`config.mk`:
```
export PLATFORM = sky130hd
export DESIGN_NAME = weyl_sng_stream
export DESIGN_NICKNAME = d
export VERILOG_FILES = /design/src/rtl/weyl_pkg.sv /design/src/rtl/weyl_lane_gen.sv /design/src/rtl/weyl_sng_stream.sv
export SDC_FILE = /design/constraint.sdc
export NUM_CORES = 1
export LEC_CHECK = 0
export BUFFER_PORTS_ARGS = -buffer_cell sky130_fd_sc_hd__buf_4
export CAP_MARGIN = 20
export CORE_MARGIN = 1
export CORE_UTILIZATION = 35
export DETAILED_ROUTE_END_ITERATION = 6
export GPL_TIMING_DRIVEN = 0
export PLACE_DENSITY = 0.64
export SLEW_MARGIN = 20
export SYNTH_ARGS = -nofsm -noshare
export SYNTH_HDL_FRONTEND = slang
export SYNTH_SLANG_ARGS = --single-unit
```
`constraint.sdc`:
```
create_clock -name clk -period 3.7 [get_ports clk]
set_input_delay 0.555 -clock clk [delete_from_list [all_inputs] [get_ports clk]]
set_output_delay 0.555 -clock clk [all_outputs]
set_load 0.03 [all_outputs]
```
`src/rtl/weyl_pkg.sv`:
```
`default_nettype none
// ============================================================================
// Package  : weyl_pkg
// Purpose  : Shared types and constant helpers for the Weyl bitstream generator.
// Revision : 1.0 - initial release
// ============================================================================
package weyl_pkg;

   typedef enum logic {IDLE = 1'b0, STREAM = 1'b1} state_t;
   typedef enum logic {WEYL = 1'b0, THERMO = 1'b1} mode_t;

   // Newton iteration doubles the number of correct low bits each pass;
   // an odd s is its own inverse mod 8, so five passes cover 32 bits.
   function automatic int modinv_pow2(input int s, input int n);
      int x;
      x = s;
      for (int i = 0; i < 5; i++) begin
         x = x * (2 - s * x);
      end
      return x & (n - 1);
   endfunction

   function automatic int chan_stride(input int stride, input int c);
      return stride + 4 * c;
   endfunction

   function automatic int chan_base(input int base, input int step, input int c, input int n);
      return (base + c * step) % n;
   endfunction

   // Index of stream position 0: ((0 - base) * sinv) mod n.
   function automatic int chan_idx0(input int base, input int sinv, input int n);
      return (((n - base) % n) * sinv) % n;
   endfunction

endpackage
`default_nettype wire

```
`src/rtl/weyl_lane_gen.sv`:
```
`default_nettype none
// ============================================================================
// Module   : weyl_lane_gen
// Purpose  : One channel's Weyl index accumulator and per-lane quota comparators.
// Revision : 1.0 - initial release
// ============================================================================
module weyl_lane_gen
   import weyl_pkg::*;
#(
   parameter int N     = 64,
   parameter int LANES = 8,
   parameter int SINV  = 49,
   parameter int IDX0  = 19,
   parameter int IW    = $clog2(N),
   parameter int QW    = $clog2(N) + 1,
   parameter int BW    = $clog2(N / LANES)
) (
   input  logic             clk,
   input  logic             rst,
   input  logic             start,
   input  logic             step,
   input  logic             mode,
   input  logic [QW-1:0]    quota,
   input  logic [BW-1:0]    nxt_beat,
   output logic [LANES-1:0] bits
);

   localparam int            LW     = $clog2(LANES);
   localparam logic [IW-1:0] C_STEP = IW'((LANES * SINV) % N);
   localparam logic [IW-1:0] C_IDX0 = IW'(IDX0);

   // r_acc always holds the index of lane 0 for the beat computed next
   logic [IW-1:0]    r_acc;
   logic [QW-1:0]    r_quota;
   mode_t            r_mode;
   logic [IW-1:0]    w_acc;
   logic [QW-1:0]    w_quota;
   mode_t            w_mode;
   logic [IW-1:0]    w_pbase;
   logic [LANES-1:0] w_bits;

   always_comb begin
      w_acc   = start ? C_IDX0 : r_acc;
      w_quota = r_quota;
      if (start) begin
         w_quota = (quota > QW'(N)) ? QW'(N) : quota;
      end
      w_mode  = start ? mode_t'(mode) : r_mode;
      w_pbase = IW'(nxt_beat) << LW;
   end

   for (genvar j = 0; j < LANES; j++) begin : g_lane
      localparam logic [IW-1:0] C_OFF = IW'((j * SINV) % N);
      logic [IW-1:0] w_idx;
      logic [IW-1:0] w_pos;
      assign w_idx     = w_acc + C_OFF;
      assign w_pos     = w_pbase + IW'(j);
      assign w_bits[j] = (w_mode == THERMO) ? ({1'b0, w_pos} < w_quota)
                                            : ({1'b0, w_idx} < w_quota);
   end

   always_ff @(posedge clk) begin
      if (rst) begin
         r_acc   <= '0;
         r_quota <= '0;
         r_mode  <= WEYL;
         bits    <= '0;
      end else if (start || step) begin
         r_acc   <= w_acc + C_STEP;
         r_quota <= w_quota;
         r_mode  <= w_mode;
         bits    <= w_bits;
      end
   end

endmodule
`default_nettype wire

```
`src/rtl/weyl_sng_stream.sv`:
```
`default_nettype none
// ============================================================================
// Module   : weyl_sng_stream
// Purpose  : Multi-channel streaming stochastic bitstream generator (Weyl or unary).
// Revision : 1.0 - initial release
// ============================================================================
module weyl_sng_stream
   import weyl_pkg::*;
#(
   parameter int BITSTREAM = 64,
   parameter int LANES     = 8,
   parameter int CHANNELS  = 2,
   parameter int BASE      = 61,
   parameter int STRIDE    = 17,
   parameter int BASE_STEP = 23
) (
   input  logic                                         clk,
   input  logic                                         rst,
   input  logic                                         in_valid,
   output logic                                         in_ready,
   input  logic                                         in_mode,
   input  logic [CHANNELS*($clog2(BITSTREAM)+1)-1:0]    in_quota,
   output logic                                         out_valid,
   input  logic                                         out_ready,
   output logic [CHANNELS*LANES-1:0]                    out_bits,
   output logic [$clog2(BITSTREAM/LANES)-1:0]           out_beat,
   output logic                                         out_last
);

   localparam int QW    = $clog2(BITSTREAM) + 1;
   localparam int BEATS = BITSTREAM / LANES;
   localparam int BW    = $clog2(BEATS);

   state_t        r_state;
   state_t        w_state_nxt;
   logic [BW-1:0] r_beat;
   logic [BW-1:0] w_beat_nxt;
   logic          r_last;
   logic          w_accept;
   logic          w_consume;
   logic          w_step;

   // rst gates in_ready so no request is taken during a reset cycle
   assign in_ready  = !rst && ((r_state == IDLE) || (out_ready && r_last));
   assign out_valid = (r_state == STREAM);
   assign out_beat  = r_beat;
   assign out_last  = r_last;

   always_comb begin
      w_accept    = in_valid && in_ready;
      w_consume   = out_valid && out_ready;
      w_step      = w_consume && !r_last;
      w_state_nxt = r_state;
      w_beat_nxt  = r_beat;
      case (r_state)
         IDLE: begin
            if (w_accept) begin
               w_state_nxt = STREAM;
               w_beat_nxt  = '0;
            end
         end
         STREAM: begin
            if (w_consume) begin
               if (!r_last) begin
                  w_beat_nxt = r_beat + BW'(1);
               end else if (w_accept) begin
                  w_beat_nxt = '0;
               end else begin
                  w_state_nxt = IDLE;
                  w_beat_nxt  = '0;
               end
            end
         end
         default: begin
            w_state_nxt = IDLE;
            w_beat_nxt  = '0;
         end
      endcase
   end

   always_ff @(posedge clk) begin
      if (rst) begin
         r_state <= IDLE;
         r_beat  <= '0;
         r_last  <= 1'b0;
      end else begin
         r_state <= w_state_nxt;
         r_beat  <= w_beat_nxt;
         r_last  <= (w_state_nxt == STREAM) && (w_beat_nxt == BW'(BEATS - 1));
      end
   end

   for (genvar c = 0; c < CHANNELS; c++) begin : g_chan
      localparam int C_STRIDE = chan_stride(STRIDE, c);
      localparam int C_SINV   = modinv_pow2(C_STRIDE, BITSTREAM);
      localparam int C_BASE   = chan_base(BASE, BASE_STEP, c, BITSTREAM);
      localparam int C_IDX0   = chan_idx0(C_BASE, C_SINV, BITSTREAM);

      weyl_lane_gen #(
         .N     (BITSTREAM),
         .LANES (LANES),
         .SINV  (C_SINV),
         .IDX0  (C_IDX0)
      ) u_gen (
         .clk      (clk),
         .rst      (rst),
         .start    (w_accept),
         .step     (w_step),
         .mode     (in_mode),
         .quota    (in_quota[c*QW +: QW]),
         .nxt_beat (w_beat_nxt),
         .bits     (out_bits[c*LANES +: LANES])
      );
   end

endmodule
`default_nettype wire
```
==> flow_summary.yaml, run 1 <==
placement:
  post-place-ws_ns: -0.807
  hpwl_mm: 13.0
  dpl.cell_count: 909
  port_buffers: 40
  gp_congestion: 0.914
logic_synthesis:
  ys_async_sr_fraction: 0
  synth_flop_cell: "dfxtp_1"
  syn_area_per_cell_um2: 7.81
  synthDistinctLibCells: 77
  syn_area_um2: 5350
  synth-edff-count: 0
  yosysTopAreaCell: "ha_1"
  synth_warnings: 0
  yosys_register_bits: 49
  synth_top_area_share: 0.192
  synthCells: 685
  synthTopCellsByArea: "ha_1 19%, dfxtp_1 18%, xnor2_1 5.7%"
  synth_nets: 786
  ys_seq_area_frac: 0.183
layout:
  fin_util: 0.422
  drive_gt1_frac: 0.148
  areaGrowthSynthToFinish_pct: 15.9
  antenna_cells: 0
  final_common_cell: "ha_1"
  seqCellArea_um2: 982
  final_cell_mix: "82 x ha_1, 71 x nor2_1, 51 x a21oi_1"
  multiInputGateArea_um2: 4090
  nets: 838
  num-fill-cells: 1470
  final_cells: 922
sta:
  fin_skew_ns: 0.00662
  worst_slack_ns: 0.160
  rsz0062_at_grt: "true"
  fin_crit_ns: 3.54
  whs_ns: 0.492
  setup_violations: 0
  drv_slew: 0
  hold_viol_final: 0
  max_slew_margin: 0.353
  worst_pin_slew_ns: 0.943
  fmax_mhz: 282
  finalCritPeriodShare: 0.957
floorplanning:
  core_area_um2: 14700
  die_h_um: 126
  die_area_um2: 15800
  ios: 41
  initial_core_util: 0.364
  placementRows: 44
  die_w_um: 126
drt:
  wl_per_cell_um: 18.7
  wl_mm: 17.3
  drt_iter0_drc: 614
  vias: 5197
  viasPerCell: 5.64
  drc: 3
  ant_nets: 0
  dr.pass1.iters: 7
global_route:
  track_usage: 0.220
  antenna_found_initial: 0
  grt_pass1_wl_mm: 27.1
  grt_max_degree: 20
  grt_remaining_overflow: 0
  grt_pass1_vias: 4911
power:
  cellLeakagePower_nw: 2.66
  vdd_drop_max_uv: 168
  clock_power_share: 0.301
  p_switching_w: 0.000749
  p_sw_frac: 0.369
  comb_power_share: 0.408
  internal_power_w: 0.00128
  cellPowerDensity_nw_per_um2: 328
  seq_power_share: 0.291
run_status:
  status: "complete, but fails checks"
  violations: "design-rule violations"
clock_network:
  clk_latency_ns: 0.30
  clkTransAtPathRegs_ns: 0.07
  cts_buffers: 5
  cts_tree: "yes"
  holdBufCountCts: 0
  clockBufferDepth: 2
  cts.sinks: 49
  root_buffer: "clkbuf_16"
  htree_levels: 2
setup_path:
  crit_chain: "buf_6 > a21bo_1 > buf_6 > nand2_4 > buf_6 > buf_2 > nor3b_1 > a21oi_4 > ha_1 > a21oi_1 > a2111oi_4 > a211oi_4 > o21ai_1 > a311oi_1"
  end_kind: "register"
  path_common_cell: "buf_6"
  cp.arrival_ns: 3.75
  critical_path.max_fanout: 10
  max_stage_delay_ns: 0.41
  worstPathRequired_ns: 3.91
  crit_slowest_cell: "a211oi_4"
  critPathKind: "register to register"
  critPathLaunchType: "register"
flow_run:
  cap_viol_max_count: 0
min_path:
  hp-class: "register to register"
[state kept, by name, indices dropped and copies added, names as in the netlist]
register / flops
g_chan.u_gen.r_mode: 2
g_chan.u_gen.bits: 16
out_valid: 1
g_chan.u_gen.r_quota: 14
g_chan.u_gen.r_acc: 12
out_beat: 3
out_last: 1
[metrics by stage]
stage               TNS (ns)  area, um2  total power [W]
global route          -0.130       6200          0.00215
finish                     0       6200          0.00203
floorplan                  0       5350          0.00117
global placement       -9.91       5880          0.00140
detailed placement     -9.29       5890          0.00140
CTS                        0       6110          0.00201
[metal layers]
layer,global-route usage,up-vias,wire [um]
met3,0.0484,31,1370
met4,0.0717,0,338
li1,-,2573,-
met5,0,-,0
met1,0.316,2381,8510
met2,0.323,212,7040
[repair_timing]
item	4_1_cts	5_1_grt
gates resized for setup	7	12
buffers inserted	0	6
pin swaps	0	1
endpoints found under the hold margin	0	0
endpoints found under the setup margin	15	12
[layout make-up]
class | count | share of cell area
multi-input combinational | 558 | 0.659
sequential | 49 | 0.158
timing repair buffer | 46 | 0.0557
tap | 184 | 0.0371
buffer | 37 | 0.0345
inverter | 40 | 0.0242
clock buffer | 5 | 0.0202
clock inverter | 3 | 0.0105
[power by group through the flow]
stage	sequential (W)	clock (W)	combinational (W)
2_1_floorplan	0.000644	0	0.000531
3_3_place_gp	0.000602	0	0.000796
3_5_place_dp	0.000602	0	0.000802
4_1_cts	0.000590	0.000614	0.000808
5_1_grt	0.000596	0.000637	0.000916
6_report	0.000591	0.000612	0.000829
[final timing paths]
check,endpoint,cells after the start,start,slack [ns]
worst max-delay path,g_chan[1].u_gen.bits[2],14,out_valid,0.16
worst min-delay path,g_chan[1].u_gen.bits[3],2,g_chan[1].u_gen.bits[3],0.49
worst max register to register,g_chan[1].u_gen.bits[2],14,out_valid,0.16
worst min register to register,g_chan[1].u_gen.bits[3],2,g_chan[1].u_gen.bits[3],0.49
[cell families (layout without fill, tap and decap cells)]
group / after synthesis / after routing / share of synthesized area
simple gates: 220 / 220 / 0.207
flops: 49 / 49 / 0.183
fa+ha+maj: 83 / 83 / 0.194
buf+inv: 78 / 131 / 0.0669
compound gates: 203 / 203 / 0.263
mux: 5 / 5 / 0.00935
xor+xnor: 47 / 47 / 0.0769
[synth_stat cells (6+ instances only)]
master and number:
ha_1 82, nor2_1 71, a21oi_1 58, dfxtp_1 49, nand2_1 43, inv_1 38, xnor2_1 35, o21ai_0 33
nand3_1 22, nor3_1 20, clkbuf_1 15, a21o_1 14, xor2_1 12, a31oi_1 11, buf_2 10, nand2b_1 10
nor2b_1 10, nor3b_1 10, a211oi_1 8, o21a_1 8, o21ai_1 8, and3_1 7, o211ai_1 7, buf_6 6
[worst max-delay path, delay by kind of cell, from the launching register on]
kind                       cells  cell delay (ns)
and+or+nand+nor                2             0.24
adders and majority gates      1             0.33
buffers and inverters          4             0.78
AOI/OAI and AO/OA              7             1.72
DFF                            1             0.36
Power figures use the tool's default switching activity.
==> inputs of run 2 (changes only) <==
--- a/config.mk
+++ b/config.mk
@@ -7,11 +7,13 @@
 export LEC_CHECK = 0
 export BUFFER_PORTS_ARGS = -buffer_cell sky130_fd_sc_hd__buf_4
 export CAP_MARGIN = 20
+export CELL_PAD_IN_SITES_DETAIL_PLACEMENT = 1
+export CELL_PAD_IN_SITES_GLOBAL_PLACEMENT = 1
 export CORE_MARGIN = 1
 export CORE_UTILIZATION = 35
 export DETAILED_ROUTE_END_ITERATION = 6
 export GPL_TIMING_DRIVEN = 0
-export PLACE_DENSITY = 0.64
+export PLACE_DENSITY = 0.78
 export SLEW_MARGIN = 20
 export SYNTH_ARGS = -nofsm -noshare
 export SYNTH_HDL_FRONTEND = slang
==> run 2 against run 1 <==
  * The flow still finishes with violations (design-rule violations)
  * Non-clock buffer count is the same
  * Largest power group unchanged
  * Global-route usage grew 3.9 points
  * Critical path type unchanged
  * Highest routed layer unchanged
  * Sequential share of layout area is essentially flat
==> flow_summary.yaml, run 2 (same netlist as run 1, synthesis figures left out) <==
setup_path:
  r2r-start: "out_valid"
  critPathKind: "register to register"
  cp_top_family: "compound AO/OA/AOI/OAI gates"
  path_common_cell: "buf_6"
  endpoint: "g_chan[1].u_gen.bits[3]"
  end_kind: "register"
  max_stage_delay_ns: 0.37
  critPathBufInv: 5
  reg2reg_setup_slack_ns: 0.16
  crit_slowest_cell: "dfxtp_1"
  cp-startpoint: "out_valid"
  critical_path.max_fanout: 10
  cp.arrival_ns: 3.76
  cp.depth: 18
  crit_chain: "buf_6 > a21bo_1 > buf_6 > nand2_4 > buf_6 > buf_6 > nand2_1 > ha_1 > inv_1 > o21ai_0 > xnor2_1 > nand2_1 > ha_1 > and4_1 > a211o_1 > a21oi_2 > nor2_1 > o21ai_0"
  r2r_cells: 18
  worstPathRequired_ns: 3.92
  r2r_end: "g_chan[1].u_gen.bits[3]"
  critPathLaunchType: "register"
clock_network:
  clockBufferDepth: 2
  root_buffer: "clkbuf_16"
  cts_buffers: 5
  cts.sinks: 49
  clk_latency_ns: 0.30
  htree_levels: 2
  cts_tree: "yes"
  clkTransAtPathRegs_ns: 0.08
drt:
  drc: 3
  dr.pass1.iters: 7
  ant_nets: 0
  wl_per_cell_um: 21.8
  vias: 5527
  viasPerCell: 5.99
  drt_iter0_drc: 430
  wl_mm: 20.1
placement:
  port_buffers: 40
  gp_congestion: 0.906
  hpwl_mm: 15.4
  post_dp_cell_area_um2: 5890
  post-place-ws_ns: -0.896
sta:
  worst_slack_ns: 0.162
  worst_pin_slew_ns: 1.04
  max_slew_margin: 0.285
  fin_skew_ns: 0.0114
  finalCritPeriodShare: 0.956
  fin_crit_ns: 3.54
  drv_slew: 0
  whs_ns: 0.486
  rsz0062_at_grt: "false"
  setup_violations: 0
  fmax_mhz: 283
  hold_viol_final: 0
power:
  cellLeakagePower_nw: 2.66
  p_sw_frac: 0.391
  p_switching_w: 0.000790
  clock_power_share: 0.277
  cellPowerDensity_nw_per_um2: 325
  seq_power_share: 0.293
  vdd_drop_max_uv: 182
  internal_power_w: 0.00123
  comb_power_share: 0.430
floorplanning:
  die_area_um2: 15800
  ios: 41
  die_h_um: 126
  initial_core_util: 0.364
  die_w_um: 126
  core_area_um2: 14700
  placementRows: 44
global_route:
  grt_pass1_vias: 5905
  use_met2: 0.453
  track_usage: 0.259
  grt_pass1_wl_mm: 31.9
  grt_remaining_overflow: 0
  grt_use_met3: 0.0382
  grt_max_degree: 18
  top_usage_layer: "met2"
  use_met1: 0.321
  antenna_found_initial: 0
layout:
  reg_top3: "g_chan.u_gen.bits x16, g_chan.u_gen.r_quota x14, g_chan.u_gen.r_acc x12"
  finalInstanceArea_um2: 6210
  fin_util: 0.422
  num-fill-cells: 1800
  antenna_cells: 0
  nets: 838
  areaGrowthSynthToFinish_pct: 16.0
  largest_reg_flops: 16
  final_cell_mix: "82 x ha_1, 71 x nor2_1, 51 x a21oi_1"
  final_common_cell: "ha_1"
  drive_gt1_frac: 0.149
  max_flop_register: "g_chan.u_gen.bits"
run_status:
  status: "complete, but fails checks"
  violations: "design-rule violations"
min_path:
  hp-class: "register to register"
flow_run:
  cap_viol_max_count: 0
-- run 2: layout make-up --
cell class                      instances  area [um2]  share of cell area
Multi-Input combinational cell        558        4100               0.660
Sequential cell                        49         981               0.158
Timing Repair Buffer                   46         358              0.0577
Tap cell                              184         230              0.0371
Buffer                                 37         216              0.0349
Inverter                               40         150              0.0242
Clock buffer                            5         125              0.0202
Clock inverter                          3        47.5             0.00766
-- run 2: per-layer routing --
layer  up-vias  part of all wire
met4         0             0.033
met2       164              0.49
met5         -                 0
li1       2578                 -
met1      2745              0.43
met3        40             0.047
-- run 2: worst min-delay path by stage --
| stage | slack, ns | startpoint | cells after the start | endpoint |
|---|---|---|---|---|
| 2_1_floorplan | 0.48 | g_chan[0].u_gen.r_acc[1] | 2 | g_chan[0].u_gen.r_acc[1] |
| 3_3_place_gp | 0.46 | g_chan[1].u_gen.bits[3] | 2 | g_chan[1].u_gen.bits[3] |
| 3_5_place_dp | 0.47 | g_chan[1].u_gen.bits[4] | 2 | g_chan[1].u_gen.bits[4] |
| 4_1_cts | 0.49 | g_chan[1].u_gen.bits[4] | 2 | g_chan[1].u_gen.bits[4] |
| 5_1_grt | 0.53 | g_chan[1].u_gen.bits[1] | 1 | g_chan[1].u_gen.bits[1] |
| 6_report | 0.49 | g_chan[1].u_gen.bits[4] | 2 | g_chan[1].u_gen.bits[4] |
-- run 2: timing repair --
item / in CTS / in global routing
hold buffers: 0 / 0
cloned: 0 / 0
setup buffers: 0 / 5
pin swaps: 0 / 0
endpoints found under the setup margin: 16 / 13
resized for setup: 9 / 14
hold endpoints to repair: 0 / 0
-- run 2: worst register-to-register path: stages, from the launching register on --
cell	delay, ns
dfxtp_1	0.37
buf_6	0.15
a21bo_1	0.22
buf_6	0.16
nand2_4	0.13
buf_6	0.20
buf_6	0.20
nand2_1	0.13
ha_1	0.28
inv_1	0.08
o21ai_0	0.09
xnor2_1	0.18
nand2_1	0.08
ha_1	0.30
and4_1	0.18
a211o_1	0.32
a21oi_2	0.19
nor2_1	0.06
o21ai_0	0.15
-- run 2: power groups by stage --
stage | Clock [W] | Sequential (W) | Combinational, W
after global placement | 0 | 0.000600 | 0.000797
final | 0.000559 | 0.000591 | 0.000868
after floorplan | 0 | 0.000644 | 0.000531
after detailed placement | 0 | 0.000602 | 0.000835
after global routing | 0.000590 | 0.000595 | 0.000949
after CTS | 0.000565 | 0.000590 | 0.000850
-- run 2: through the flow --
step / total power, W / TNS [ns] / cells
2_1_floorplan: 0.00117 / 0 / 685
3_3_place_gp: 0.00140 / -10.04 / 909
3_5_place_dp: 0.00144 / -11.95 / 910
4_1_cts: 0.00200 / 0 / 918
5_1_grt: 0.00213 / 0 / 922
6_report: 0.00202 / 0 / 922
